### config.mk
export PLATFORM = sky130hd
export DESIGN_NAME = lbdr_route_unit
export DESIGN_NICKNAME = d
export VERILOG_FILES = /design/src/rtl/noc_pkg.sv /design/src/rtl/lbdr_route_calc.sv /design/src/rtl/lbdr_route_unit.sv
export SDC_FILE = /design/constraint.sdc
export NUM_CORES = 1
export LEC_CHECK = 0
export BUFFER_PORTS_ARGS = -buffer_cell sky130_fd_sc_hd__buf_2
export CORE_ASPECT_RATIO = 1.2
export CORE_UTILIZATION = 51
export DETAILED_ROUTE_END_ITERATION = 8
export PLACE_DENSITY = 0.78
export SKIP_LAST_GASP = 1
export SLEW_MARGIN = 20
export SYNTH_ARGS = -nofsm -noshare
export SYNTH_HDL_FRONTEND = slang
export SYNTH_HIERARCHICAL = 1
export SYNTH_SLANG_ARGS = --single-unit
### constraint.sdc
create_clock -name clk -period 3.1 [get_ports clk]
set_clock_uncertainty 0.05 [all_clocks]
set_input_delay 0.155 -clock clk [delete_from_list [all_inputs] [get_ports clk]]
set_output_delay 0.155 -clock clk [all_outputs]
set_load 0.05 [all_outputs]
### src/rtl/noc_pkg.sv
// Shared NoC definitions: flit-type codes, router port indices, route FSM
// state encoding and a small helper that turns a port index into a one-hot
// request vector.
package noc_pkg;

    // Flit-type codes carried with the head flit of the input FIFO
    localparam logic [2:0] HEADER = 3'b001;
    localparam logic [2:0] BODY   = 3'b010;
    localparam logic [2:0] TAIL   = 3'b100;

    // Router port indices, also the bit positions of the request vector
    localparam int PORT_N = 0;
    localparam int PORT_E = 1;
    localparam int PORT_W = 2;
    localparam int PORT_S = 3;
    localparam int PORT_L = 4;

    // Route FSM state encoding
    localparam logic [0:0] IDLE   = 1'b0;
    localparam logic [0:0] ROUTED = 1'b1;

    // One-hot request for a cardinal port index (0..3)
    function automatic logic [4:0] port_onehot(input logic [1:0] idx);
        logic [4:0] v;
        v = 5'b00000;
        case (idx)
            2'd0:    v[PORT_N] = 1'b1;
            2'd1:    v[PORT_E] = 1'b1;
            2'd2:    v[PORT_W] = 1'b1;
            2'd3:    v[PORT_S] = 1'b1;
            default: v = 5'b00000;
        endcase
        return v;
    endfunction

endpackage

### src/rtl/lbdr_route_calc.sv
// LBDR route computation (purely combinational): coordinate comparators,
// the candidate equations qualified by routing (Rxy) and connectivity (Cx)
// bits, priority select L > E > W > N > S, and the optional deroute fallback.
// Optional feature macro: LBDR_DEROUTE_EN (adds the dr input).
module lbdr_route_calc
    import noc_pkg::*;
#(
    parameter int X_W = 2,
    parameter int Y_W = 2
) (
`ifdef LBDR_DEROUTE_EN
    input  logic [1:0]         dr,
`endif
    input  logic [X_W+Y_W-1:0] cur_addr,
    input  logic [X_W+Y_W-1:0] dst_addr,
    input  logic [7:0]         rxy,
    input  logic [3:0]         cx,
    output logic [4:0]         port_sel,
    output logic               port_valid
);

    logic [X_W-1:0] w_x_cur;
    logic [X_W-1:0] w_x_dst;
    logic [Y_W-1:0] w_y_cur;
    logic [Y_W-1:0] w_y_dst;
    logic           w_n1;
    logic           w_e1;
    logic           w_w1;
    logic           w_s1;
    logic           w_cand_n;
    logic           w_cand_e;
    logic           w_cand_w;
    logic           w_cand_s;
    logic           w_cand_l;

    assign w_x_cur = cur_addr[X_W-1:0];
    assign w_x_dst = dst_addr[X_W-1:0];
    assign w_y_cur = cur_addr[X_W +: Y_W];
    assign w_y_dst = dst_addr[X_W +: Y_W];

    // Unsigned direction comparators
    always_comb begin
        w_n1 = (w_y_dst < w_y_cur);
        w_s1 = (w_y_cur < w_y_dst);
        w_e1 = (w_x_cur < w_x_dst);
        w_w1 = (w_x_dst < w_x_cur);
    end

    // Candidate ports: straight moves always allowed, turns gated by Rxy, all gated by Cx
    always_comb begin
        w_cand_n = ((w_n1 & ~w_e1 & ~w_w1) | (w_n1 & w_e1 & rxy[0]) | (w_n1 & w_w1 & rxy[1])) & cx[0];
        w_cand_e = ((w_e1 & ~w_n1 & ~w_s1) | (w_e1 & w_n1 & rxy[2]) | (w_e1 & w_s1 & rxy[3])) & cx[1];
        w_cand_w = ((w_w1 & ~w_n1 & ~w_s1) | (w_w1 & w_n1 & rxy[4]) | (w_w1 & w_s1 & rxy[5])) & cx[2];
        w_cand_s = ((w_s1 & ~w_e1 & ~w_w1) | (w_s1 & w_e1 & rxy[6]) | (w_s1 & w_w1 & rxy[7])) & cx[3];
        w_cand_l = ~w_n1 & ~w_e1 & ~w_w1 & ~w_s1;
    end

    // Priority select L > E > W > N > S, then deroute fallback if enabled
    always_comb begin
        port_sel   = 5'b00000;
        port_valid = 1'b0;
        if (w_cand_l) begin
            port_sel[PORT_L] = 1'b1;
            port_valid       = 1'b1;
        end else if (w_cand_e) begin
            port_sel[PORT_E] = 1'b1;
            port_valid       = 1'b1;
        end else if (w_cand_w) begin
            port_sel[PORT_W] = 1'b1;
            port_valid       = 1'b1;
        end else if (w_cand_n) begin
            port_sel[PORT_N] = 1'b1;
            port_valid       = 1'b1;
        end else if (w_cand_s) begin
            port_sel[PORT_S] = 1'b1;
            port_valid       = 1'b1;
`ifdef LBDR_DEROUTE_EN
        end else if (cx[dr]) begin
            port_sel   = port_onehot(dr);
            port_valid = 1'b1;
`endif
        end else begin
            port_sel   = 5'b00000;
            port_valid = 1'b0;
        end
    end

endmodule

### src/rtl/lbdr_route_unit.sv
// LBDR routing unit for one router input port. Routes each HEADER flit at
// the FIFO head to a one-hot output-port request and holds that request
// until the packet's TAIL flit is popped. Holds the run-time configuration
// registers (Rxy, Cx, node address), the route FSM and sticky error flags.
// Optional feature macro: LBDR_DEROUTE_EN (adds cfg_dr deroute port index).
module lbdr_route_unit
    import noc_pkg::*;
#(
    parameter int               X_W      = 2,
    parameter int               Y_W      = 2,
    parameter logic [X_W+Y_W-1:0] CUR_ADDR = {(X_W+Y_W){1'b0}},
    parameter logic [7:0]       RXY_INIT = 8'h00,
    parameter logic [3:0]       CX_INIT  = 4'h0
) (
    input  logic               clk,
    input  logic               rst,
    input  logic               empty,
    input  logic [2:0]         flit_type,
    input  logic [X_W+Y_W-1:0] dst_addr,
    input  logic               rd_en,
    input  logic               cfg_we,
    input  logic [7:0]         cfg_rxy,
    input  logic [3:0]         cfg_cx,
    input  logic [X_W+Y_W-1:0] cfg_addr,
`ifdef LBDR_DEROUTE_EN
    input  logic [1:0]         cfg_dr,
`endif
    output logic [4:0]         req,
    output logic               busy,
    output logic               err_noroute,
    output logic               err_orphan
);

    logic [7:0]         r_rxy;
    logic [3:0]         r_cx;
    logic [X_W+Y_W-1:0] r_cur_addr;
    logic [0:0]         r_state;
    logic [4:0]         r_req;
    logic               r_err_noroute;
    logic               r_err_orphan;
    logic [4:0]         w_port_sel;
    logic               w_port_valid;
    logic               w_head_valid;
    logic               w_tail_pop;
`ifdef LBDR_DEROUTE_EN
    logic [1:0]         r_dr;
`endif

    assign w_head_valid = ~empty;
    // rd_en with an empty FIFO pops nothing and so never ends a packet
    assign w_tail_pop   = rd_en & ~empty & (flit_type == TAIL);

    lbdr_route_calc #(
        .X_W (X_W),
        .Y_W (Y_W)
    ) u_calc (
`ifdef LBDR_DEROUTE_EN
        .dr         (r_dr),
`endif
        .cur_addr   (r_cur_addr),
        .dst_addr   (dst_addr),
        .rxy        (r_rxy),
        .cx         (r_cx),
        .port_sel   (w_port_sel),
        .port_valid (w_port_valid)
    );

    // Configuration registers; a header evaluated alongside a write sees the old values
    always_ff @(posedge clk or posedge rst) begin
        if (rst) begin
            r_rxy      <= RXY_INIT;
            r_cx       <= CX_INIT;
            r_cur_addr <= CUR_ADDR;
        end else if (cfg_we) begin
            r_rxy      <= cfg_rxy;
            r_cx       <= cfg_cx;
            r_cur_addr <= cfg_addr;
        end else begin
            r_rxy      <= r_rxy;
            r_cx       <= r_cx;
            r_cur_addr <= r_cur_addr;
        end
    end

`ifdef LBDR_DEROUTE_EN
    // Deroute port index register
    always_ff @(posedge clk or posedge rst) begin
        if (rst) begin
            r_dr <= 2'd0;
        end else if (cfg_we) begin
            r_dr <= cfg_dr;
        end else begin
            r_dr <= r_dr;
        end
    end
`endif

    // Route FSM: latch a route on a header, hold it until the tail pops; sticky error flags
    always_ff @(posedge clk or posedge rst) begin
        if (rst) begin
            r_state       <= IDLE;
            r_req         <= 5'b00000;
            r_err_noroute <= 1'b0;
            r_err_orphan  <= 1'b0;
        end else begin
            case (r_state)
                IDLE: begin
                    if (w_head_valid && (flit_type == HEADER)) begin
                        if (w_port_valid) begin
                            r_req   <= w_port_sel;
                            r_state <= ROUTED;
                        end else begin
                            r_req         <= 5'b00000;
                            r_err_noroute <= 1'b1;
                        end
                    end else if (w_head_valid && ((flit_type == BODY) || (flit_type == TAIL))) begin
                        r_err_orphan <= 1'b1;
                    end else begin
                        r_req <= 5'b00000;
                    end
                end
                ROUTED: begin
                    if (w_tail_pop) begin
                        r_req   <= 5'b00000;
                        r_state <= IDLE;
                    end else begin
                        r_req <= r_req;
                    end
                end
                default: begin
                    r_state <= IDLE;
                    r_req   <= 5'b00000;
                end
            endcase
        end
    end

    assign req         = r_req;
    assign busy        = (r_state == ROUTED);
    assign err_noroute = r_err_noroute;
    assign err_orphan  = r_err_orphan;

endmodule

==> metrics.cfg, run 1 <==
[power]
power.share.clock_pct=20.9
switching_power_w=0.000259
p_int_w=0.000523
combPwrFrac_pct=30.9
switching_share_pct=33.1
irDropWorstVdd_mv=0.404
p_seq_share_pct=48.1
leakage_nw=0.749
p_per_area_nw_per_um2=486

[sta]
max_slew_margin_pct=42.1
hold_viol_final=0
setup_ws_ps=541
max_slew.worst_pin.slew_ps=868
rsz0062_at_grt=no
fin_crit_ps=2560
fin_setup_tns_ps=0
fmax_ghz=0.391
setup_viol=0
slew_viol_final=0
final.period_utilization_pct=82.5

[final_layout]
syn_to_final_growth_pct=22.4
diodes=0
final_layout_size_suffix_gt1_share_pct=43.7
fin_nets=184
final_util_pct=68.4
stdcell_count=182

[yosys]
ys_seq_elements=24
synth_flop_cell=dfrtp_1
synth-simple-area-share_pct=16.8
synth_top_family_by_area=simple AND/OR/NAND/NOR gates
synth_fa_ha_area_share_pct=3.81
synthCells=109
synth_largest_area_cell=dfrtp_1
synthArstFlopShare_pct=100
synth_nets=141
yosysMostFrequentCell=dfrtp_1
synth_enable_flop_cells=0
synthMuxAreaShare_pct=13.7
yosys_warnings=6
synth.avg_cell_area_um2=12.1
synthXorXnorAreaFrac_pct=0.666
synth_top_area_share_pct=45.7
synth_area_um2=1320
ys_types=42
yosysSeqAreaShare_pct=45.7
synth_compound_area_share_pct=14.8
synth_area_leaders=dfrtp_1 46%, mux2_2 14%, ha_1 3.8%, o2bb2ai_1 2.7%, inv_1 1.7%
synth_common_cells=24 x dfrtp_1, 16 x mux2_2, 6 x inv_1, 6 x nand2_1

[drt]
drt_iter0_drc=12
drc=0
via_per_inst=5.54
routedWlPerCell_um=13.8
totalWireLength_mm=2.52
num_vias=1009
ant_nets=0
firstDrtPassIters=4

[die]
core_um2=2350
start_util_pct=55.9
fp.dieW_um=48.4
fp.dieH_um=57.6
row_count=19
dieArea_um2=2790
pin_count=36

[run_status]
status=finished, final reports clean

[worst_setup_path]
worstPathArrival_ps=2740
crit_type=reg -> reg
crit_required_ps=3280
cp-start-kind=flip-flop
crit_path_max_fanout=7
endpoint_kind=flip-flop

[grt]
grt_max_degree=25
grt-ovfl-total=0
track_usage_pct=20.7
antenna_found_initial=0
grt_pass1_wl_mm=4.40
grt_pass1_vias=1088

[run]
maxCapViolCount=0

[place]
gp_routability_congestion=0.882
dp_cells=170
dp_hpwl_mm=1.91
portBuffers=35
detailedPlace.worstSlack_ps=567

[clock_network]
cts_tree=done
cts_sinks=24
htree_num_levels=1
ctsHoldBuffers=6
clk_path_buf_depth=2
numCtsBuffers=3
clockRootBuffer=clkbuf_4
clk_latency_ps=320
ctsResizeCount=0
clkTransAtPathRegs_ps=120
postCtsSetupBuffers=0

[worst_hold_path]
hold_path_class=in -> reg

registers in the layout (all words and copies together) (netlist names):
name and flops:
err_noroute 1, err_orphan 1, r_cx 4, req 5
r_rxy 8, busy 1, r_cur_addr 4
cell type report:
type / instances / area (um2)
Multi-Input combinational cell: 74 / 656
Clock buffer: 4 / 36.3
Sequential cell: 24 / 601
Timing Repair Buffer: 43 / 255
Inverter: 6 / 22.5
Fill cell: 199 / 744
Tap cell: 31 / 38.8
worst max-delay path: stages (launching register included):
cell	delay, ps
dfrtp_1	370
inv_1	50
ha_1	310
nor2b_4	160
or3_1	320
a41o_1	230
or4b_1	490
and3b_1	250
a2bb2o_4	230
worst paths after layout:
kind | to | slack [ps] | from | cells after the start
worst max-delay path | req[0] | 540 | r_cur_addr[1] | 8
worst min-delay path | r_rxy[6] | 8 | cfg_rxy[6] | 2
worst max register to register | req[0] | 540 | r_cur_addr[1] | 8
worst min register to register | err_orphan | 420 | err_orphan | 1
max in group asynchronous | r_cx[0] | 1970 | rst | 3
min in group asynchronous | r_cx[3] | 510 | rst | 3
power by group through the flow:
stage	clock (W)	sequential, W	combinational, W
4_1_cts	0.000170	0.000377	0.000240
5_1_grt	0.000181	0.000382	0.000261
3_5_place_dp	0	0.000383	0.000234
2_1_floorplan	0	0.000422	0.000135
6_report	0.000164	0.000376	0.000242
3_3_place_gp	0	0.000380	0.000228
metal layers:
layer | track usage [%] | vias up | part of all wire (%)
li1 | - | 485 | -
met1 | 21.6 | 485 | 41
met2 | 39.4 | 32 | 52
met3 | 3.41 | 7 | 3.9
met4 | 11.8 | 0 | 2.9
met5 | 0 | - | 0
kinds of logic (layout without fill, tap and decap cells):
family,count (synthesis),after routing
adder cells (fa/ha/maj),4,4
multiplexers,16,16
flip-flops,24,24
AND/OR/NAND/NOR,32,32
buffers and inverters,11,53
AO/OA/AOI/OAI,21,21
XOR/XNOR,1,1
layout by cell type, fill, tap and decap left out, drive strengths merged, types with 4 or more instances in the layout:
cell | Yosys | layout
clkbuf | 0 | 4
ha | 4 | 4
dfrtp | 24 | 24
dlygate4sd3 | 0 | 8
o2bb2ai | 4 | 4
mux2 | 16 | 16
nand2 | 6 | 6
buf | 5 | 35
inv | 6 | 6
per-stage QoR:
step / power [W] / hold WS [ps] / instance area (um2)
floorplan: 0.000557 / 120 / 1320
global placement: 0.000608 / 313 / 1490
detailed placement: 0.000617 / 333 / 1490
CTS: 0.000787 / 0.438 / 1590
global route: 0.000824 / 2.49 / 1610
finish: 0.000782 / 8.00 / 1610
No activity file was read; power rests on OpenSTA's default activity.
==> run 2, diff against run 1 <==
--- a/config.mk
+++ b/config.mk
@@ -7,9 +7,9 @@
 export LEC_CHECK = 0
 export BUFFER_PORTS_ARGS = -buffer_cell sky130_fd_sc_hd__buf_2
 export CORE_ASPECT_RATIO = 1.2
-export CORE_UTILIZATION = 51
+export CORE_UTILIZATION = 46
 export DETAILED_ROUTE_END_ITERATION = 8
-export PLACE_DENSITY = 0.78
+export PLACE_DENSITY = 0.74
 export SKIP_LAST_GASP = 1
 export SLEW_MARGIN = 20
 export SYNTH_ARGS = -nofsm -noshare
==> constraint.sdc (replaced) <==
create_clock -name clk -period 2.35 [get_ports clk]
set_clock_uncertainty 0.05 [all_clocks]
set_input_delay 0.1175 -clock clk [delete_from_list [all_inputs] [get_ports clk]]
set_output_delay 0.1175 -clock clk [all_outputs]
set_load 0.05 [all_outputs]
==> run 2 against run 1 <==
The run now ends with negative setup slack left. Clock power increased by 8%. Hold slack better by 84 ps. Non-clock buffer count up 19. Cell count grew 11%. Design area grew 11%. Total power rose by 33%. Flip-flop and latch count unchanged. Largest cell class unchanged. Critical path depth did not move. Core utilization decreased by 0.56 points.
==> metrics.cfg, run 2 (synthesized netlist as in run 1, its figures left out) <==
[grt]
grt-ovfl-total=0  ; unchanged
grt_pass1_vias=1001  ; -8.0%
track_usage_pct=19.6  ; -1.1 points
grt_pass1_wl_mm=4.40  ; unchanged
grt_max_degree=25  ; unchanged
antenna_found_initial=0  ; unchanged

[die]
pin_count=36  ; unchanged
row_count=20  ; +1
core_um2=2630  ; +12%
fp.dieW_um=50.8  ; +5.1%
dieArea_um2=3080  ; +10%
fp.dieH_um=60.6  ; +5.1%
start_util_pct=50.0  ; -5.8 points

[sta]
setup_viol=6  ; +6
max_slew_margin_pct=42.1  ; about the same
max_slew.worst_pin.slew_ps=868  ; -0.140 ps
fin_crit_ps=2460  ; -93.7 ps
rsz0062_at_grt=yes
fmax_ghz=0.406  ; +3.8%
slew_viol_final=0  ; unchanged
hold_viol_final=0  ; unchanged
final.period_utilization_pct=105  ; +22 points
fin_setup_tns_ps=-295  ; -295 ps
setup_ws_ps=-115  ; -656 ps

[final_layout]
syn_to_final_growth_pct=35.5
diodes=0  ; unchanged
stdcell_area_um2=1780  ; +11%
top_register=r_rxy
final_common_cell=buf_2
final_layout_size_suffix_gt1_share_pct=46.7  ; +3.0 points
fin_nets=203  ; +10%
final_cell_mix=35 x buf_2, 24 x dfrtp_1, 17 x dlygate4sd3_1, 16 x mux2_2, 10 x buf_4
largest_register_ffs=8  ; unchanged

[drt]
routedWlPerCell_um=12.7  ; -8.5%
num_vias=1056  ; +4.7%
topRoutingLayerUsed=met4
via_per_inst=5.23  ; -5.7%
met3_length_um=111  ; +13%
ant_nets=0  ; unchanged
totalWireLength_mm=2.56  ; +1.6%
firstDrtPassIters=4  ; unchanged
wl_met2_mm=1.31  ; -0.76%
drt_iter0_drc=8  ; -4
met1_length_mm=1.09  ; +5.9%
drc=0  ; unchanged

[worst_setup_path]
crit_type=reg -> reg
crit_required_ps=2520  ; -760 ps
cp-start-kind=flip-flop
cp_slowest_stage_delay_ps=480  ; about the same
crit_path_max_fanout=7  ; unchanged
worstReg2RegStart=r_cur_addr[1]
worstPathArrival_ps=2640  ; -100 ps
path_cells=inv_2 > ha_4 > nor2b_4 > or3_4 > a41o_1 > or4b_1 > and3b_2 > a2bb2o_4
endpoint_kind=flip-flop
cp_slowest_cell=or4b_1
crit_start=r_cur_addr[1]

[place]
detailedPlace.worstSlack_ps=-101  ; -669 ps
portBuffers=35  ; unchanged
place_area_um2=1580  ; +6.0%
dp_hpwl_mm=1.92  ; +0.66%
gp_routability_congestion=0.842  ; -4.6%

[worst_hold_path]
hold_path_class=in -> reg
worstHoldStart=flit_type[1]

[power]
power.share.clock_pct=17.0  ; -3.9 points
switching_power_w=0.000346  ; +34%
p_seq_share_pct=47.8  ; -0.3 points
p_int_w=0.000694  ; +33%
p_per_area_nw_per_um2=584  ; +20%
switching_share_pct=33.3  ; +0.13 points
irDropWorstVdd_mv=0.488  ; +21%
combPwrFrac_pct=35.2  ; +4.3 points
leakage_nw=0.828  ; +11%
finalPower_w=0.00104  ; +33%

[clock_network]
clk_latency_ps=320  ; about the same
clk_path_buf_depth=2  ; unchanged
cts_sinks=24  ; unchanged
clockRootBuffer=clkbuf_4
numCtsBuffers=3  ; unchanged
clkTransAtPathRegs_ps=120  ; about the same
cts_tree=done
htree_num_levels=1  ; unchanged

[run]
maxCapViolCount=0  ; unchanged

[run_status]
violations=negative setup slack
status=finished, violations left

[run 2: changes by cell type in the layout (fill, tap and decap cells not counted), sizes merged]
cell         change
dlygate4sd3      +9
clkbuf           -1
buf             +10
[run 2: path summary, 6_finish.rpt]
| path | end | slack (ps) | depth (start not counted) |
|---|---|---|---|
| worst min-delay path | busy | 90 | 3 |
| min in group asynchronous | r_cur_addr[1] | 460 | 3 |
| worst max register to register | req[0] | -110 | 8 |
| max in group asynchronous | r_rxy[5] | 1250 | 3 |
| worst min register to register | err_orphan | 420 | 1 |
| worst max-delay path | req[0] | -110 | 8 |
[run 2: routing by layer]
| layer | GRT usage, % | vias up |
|---|---|---|
| met5 | 0 | - |
| met4 | 9.52 | 0 |
| met3 | 3.76 | 5 |
| met2 | 35.6 | 31 |
| met1 | 22.2 | 493 |
| li1 | - | 527 |
[run 2: final cells by class]
class                           instances  area (um2)
Clock buffer                            3        22.5
Fill cell                             210         846
Inverter                                6        22.5
Multi-Input combinational cell         74         674
Sequential cell                        24         601
Tap cell                               33        41.3
Timing Repair Buffer                   62         420
[run 2: through the flow]
| stage | hold WS [ps] | std cells | util [%] |
|---|---|---|---|
| after floorplan | 82.1 | 109 | - |
| after global placement | 273 | 182 | 60.2 |
| after detailed placement | 302 | 182 | 60.2 |
| after CTS | 87.1 | 202 | 67.6 |
| after global routing | 81.5 | 202 | 67.8 |
| final | 91.9 | 202 | 67.8 |
[run 2: timing repair]
item | 4_1_cts | 5_1_grt
pin swaps | 1 | 0
buffers inserted | 0 | 0
gates resized for setup | 1 | 1
hold endpoints to repair | 40 | 0
setup endpoints to repair | 6 | 7
hold buffers | 17 | 0
[run 2: critical path: cells and delay by family, from the launching register on]
kind	cells	cell delay [ps]
fa+ha+maj	1	190
simple gates	4	1210
compound gates	2	440
buf+inv	1	60
flops	1	400
[run 2: power by group through the flow]
stage / clock network (W) / logic [W] / registers (W)
after global placement: 0 / 0.000335 / 0.000501
after CTS: 0.000181 / 0.000366 / 0.000497
after detailed placement: 0 / 0.000343 / 0.000505
after floorplan: 0 / 0.000183 / 0.000557
after global routing: 0.000202 / 0.000396 / 0.000503
final: 0.000177 / 0.000366 / 0.000497
==> run 3, diff against run 2 <==
--- a/config.mk
+++ b/config.mk
@@ -10,6 +10,7 @@
 export CORE_UTILIZATION = 46
 export DETAILED_ROUTE_END_ITERATION = 8
 export PLACE_DENSITY = 0.74
+export RECOVER_POWER = 100
 export SKIP_LAST_GASP = 1
 export SLEW_MARGIN = 20
 export SYNTH_ARGS = -nofsm -noshare
==> run 3 against run 2 <==
The run still ends with negative setup slack left. Cell count is the same. Core utilization is 0.38 points lower. Total power down 0.46%. Wire length rose by 0.47%. Flip-flop and latch count did not move. Hold slack barely moved. Design area decreased by 0.56%. Non-clock buffer count is the same. Sequential share of layout area is 0.19 points higher. Combinational power is 1% lower. Via count about the same. Die area did not move. Critical path type unchanged. Largest power group unchanged. Highest routed layer unchanged.
==> metrics.cfg, run 3 (synthesized netlist as in run 1, its figures left out) <==
[final_layout]
final_util_pct=67.4  ; -0.38 points
fillers=218  ; +3.8%
fin_nets=203  ; unchanged
final_common_cell=buf_2
top_register=r_rxy
stdcell_count=202  ; unchanged
diodes=0  ; unchanged
final_layout_size_suffix_gt1_share_pct=42.0  ; -4.7 points
syn_to_final_growth_pct=34.7
largest_register_ffs=8  ; unchanged
final_cell_mix=27 x buf_2, 24 x dfrtp_1, 17 x dlygate4sd3_1, 16 x mux2_2, 10 x buf_4

[worst_setup_path]
cp_slowest_cell=or4b_1
endpoint_kind=flip-flop
crit_type=reg -> reg
crit_path_max_fanout=7  ; unchanged
cp-start-kind=flip-flop
path_cells=inv_2 > ha_4 > nor2b_4 > or3_4 > a41o_1 > or4b_1 > and3b_2 > a2bb2o_4
crit_required_ps=2520  ; about the same
worstPathArrival_ps=2640  ; about the same
crit_family=simple AND/OR/NAND/NOR gates
cp_slowest_stage_delay_ps=480  ; about the same
worst-path-buf-inv=1  ; unchanged

[place]
detailedPlace.worstSlack_ps=-101  ; unchanged
dp_hpwl_mm=1.92  ; unchanged
portBuffers=35  ; unchanged
gp_routability_congestion=0.842  ; unchanged
dp_cells=182  ; unchanged

[drt]
totalWireLength_mm=2.57  ; +0.47%
routedWlPerCell_um=12.7  ; +0.47%
ant_nets=0  ; unchanged
firstDrtPassIters=4  ; unchanged
num_vias=1057  ; +0.095%
drc=0  ; unchanged
via_per_inst=5.23  ; about the same
drt_iter0_drc=10  ; +2

[grt]
grt_pass1_wl_mm=4.40  ; unchanged
track_usage_pct=19.6  ; unchanged
antenna_found_initial=0  ; unchanged
grt_max_degree=25  ; unchanged
grt_pass1_vias=1001  ; unchanged
grt-ovfl-total=0  ; unchanged

[sta]
rsz0062_at_grt=yes
slew_viol_final=0  ; unchanged
fin_crit_ps=2470  ; +1.14 ps
max_slew_margin_pct=42.1  ; about the same
max_slew.worst_pin.slew_ps=868  ; +0.244 ps
setup_ws_ps=-116  ; -1.14 ps
fin_setup_tns_ps=-298  ; -3.42 ps
hold_viol_final=0  ; unchanged
fmax_ghz=0.406  ; about the same
setup_viol=6  ; unchanged
final.period_utilization_pct=105  ; about the same

[clock_network]
clockRootBuffer=clkbuf_4
cts_tree=done
clkTransAtPathRegs_ps=120  ; about the same
clk_latency_ps=320  ; about the same
cts_sinks=24  ; unchanged
clk_path_buf_depth=2  ; unchanged
htree_num_levels=1  ; unchanged
numCtsBuffers=3  ; unchanged

[power]
p_per_area_nw_per_um2=584  ; about the same
switching_power_w=0.000346  ; about the same
switching_share_pct=33.4  ; +0.17 points
p_seq_share_pct=48.0  ; +0.2 points
power.share.clock_pct=17.0  ; about the same
combPwrFrac_pct=34.9  ; -0.3 points
p_int_w=0.000689  ; -0.72%
leakage_nw=0.800  ; -3.4%
finalPower_w=0.00104  ; -0.46%
irDropWorstVdd_mv=0.488  ; about the same

[die]
core_um2=2630  ; unchanged
fp.dieH_um=60.6  ; unchanged
pin_count=36  ; unchanged
row_count=20  ; unchanged
dieArea_um2=3080  ; unchanged
start_util_pct=50.0  ; unchanged
fp.dieW_um=50.8  ; unchanged

[run_status]
violations=negative setup slack
status=finished, violations left

[run]
maxCapViolCount=0  ; unchanged

[worst_hold_path]
hold_path_class=in -> reg

## run 3: worst reg2reg max path, stage by stage, from the launching register on
cell and delay [ps]:
dfrtp_1 400, inv_2 60, ha_4 190, nor2b_4 140
or3_4 330, a41o_1 220, or4b_1 480, and3b_2 260
a2bb2o_4 220
## run 3: stage by stage
step                instance area [um2]  hold WS, ps
finish                             1770         92.2
global route                       1770         81.5
CTS                                1780         87.1
detailed placement                 1580          302
global placement                   1580          273
floorplan                          1330         82.1
## run 3: metal layers
| layer | vias up | global-route usage [%] | part of all wire [%] |
|---|---|---|---|
| li1 | 527 | - | - |
| met1 | 494 | 22.2 | 43 |
| met2 | 31 | 35.6 | 51 |
| met3 | 5 | 3.76 | 4.6 |
| met4 | 0 | 9.52 | 1.9 |
| met5 | - | 0 | 0 |
## run 3: power groups by stage
stage	Combinational, W	Sequential [W]	Clock (W)
2_1_floorplan	0.000183	0.000557	0
3_3_place_gp	0.000335	0.000501	0
3_5_place_dp	0.000343	0.000505	0
4_1_cts	0.000366	0.000497	0.000181
5_1_grt	0.000391	0.000504	0.000202
6_report	0.000362	0.000497	0.000176
## run 3: cell type report
| type | count | area, um2 | area share [%] |
|---|---|---|---|
| inverter | 6 | 22.5 | 1.27 |
| sequential | 24 | 601 | 33.9 |
| clock buffer | 3 | 22.5 | 1.27 |
| multi-input combinational | 74 | 674 | 38.1 |
| tap | 33 | 41.3 | 2.33 |
| timing repair buffer | 62 | 410 | 23.2 |
## run 3: path summary, 6_finish.rpt
path                               start             to  cells after the start  slack [ps]
setup / recovery           r_cur_addr[1]         req[0]                      8        -120
hold / removal              flit_type[1]           busy                      3          90
setup reg to reg           r_cur_addr[1]         req[0]                      8        -120
hold reg to reg               err_orphan     err_orphan                      1         430
max in group asynchronous            rst       r_rxy[5]                      3        1250
min in group asynchronous            rst  r_cur_addr[1]                      3         460
## run 3: timing repair
item | CTS | global route
gates resized for setup | 1 | 1
endpoints found under the hold margin | 40 | 0
pin swaps | 1 | 0
buffers inserted | 0 | 0
endpoints found under the setup margin | 6 | 7
hold buffers | 17 | 0
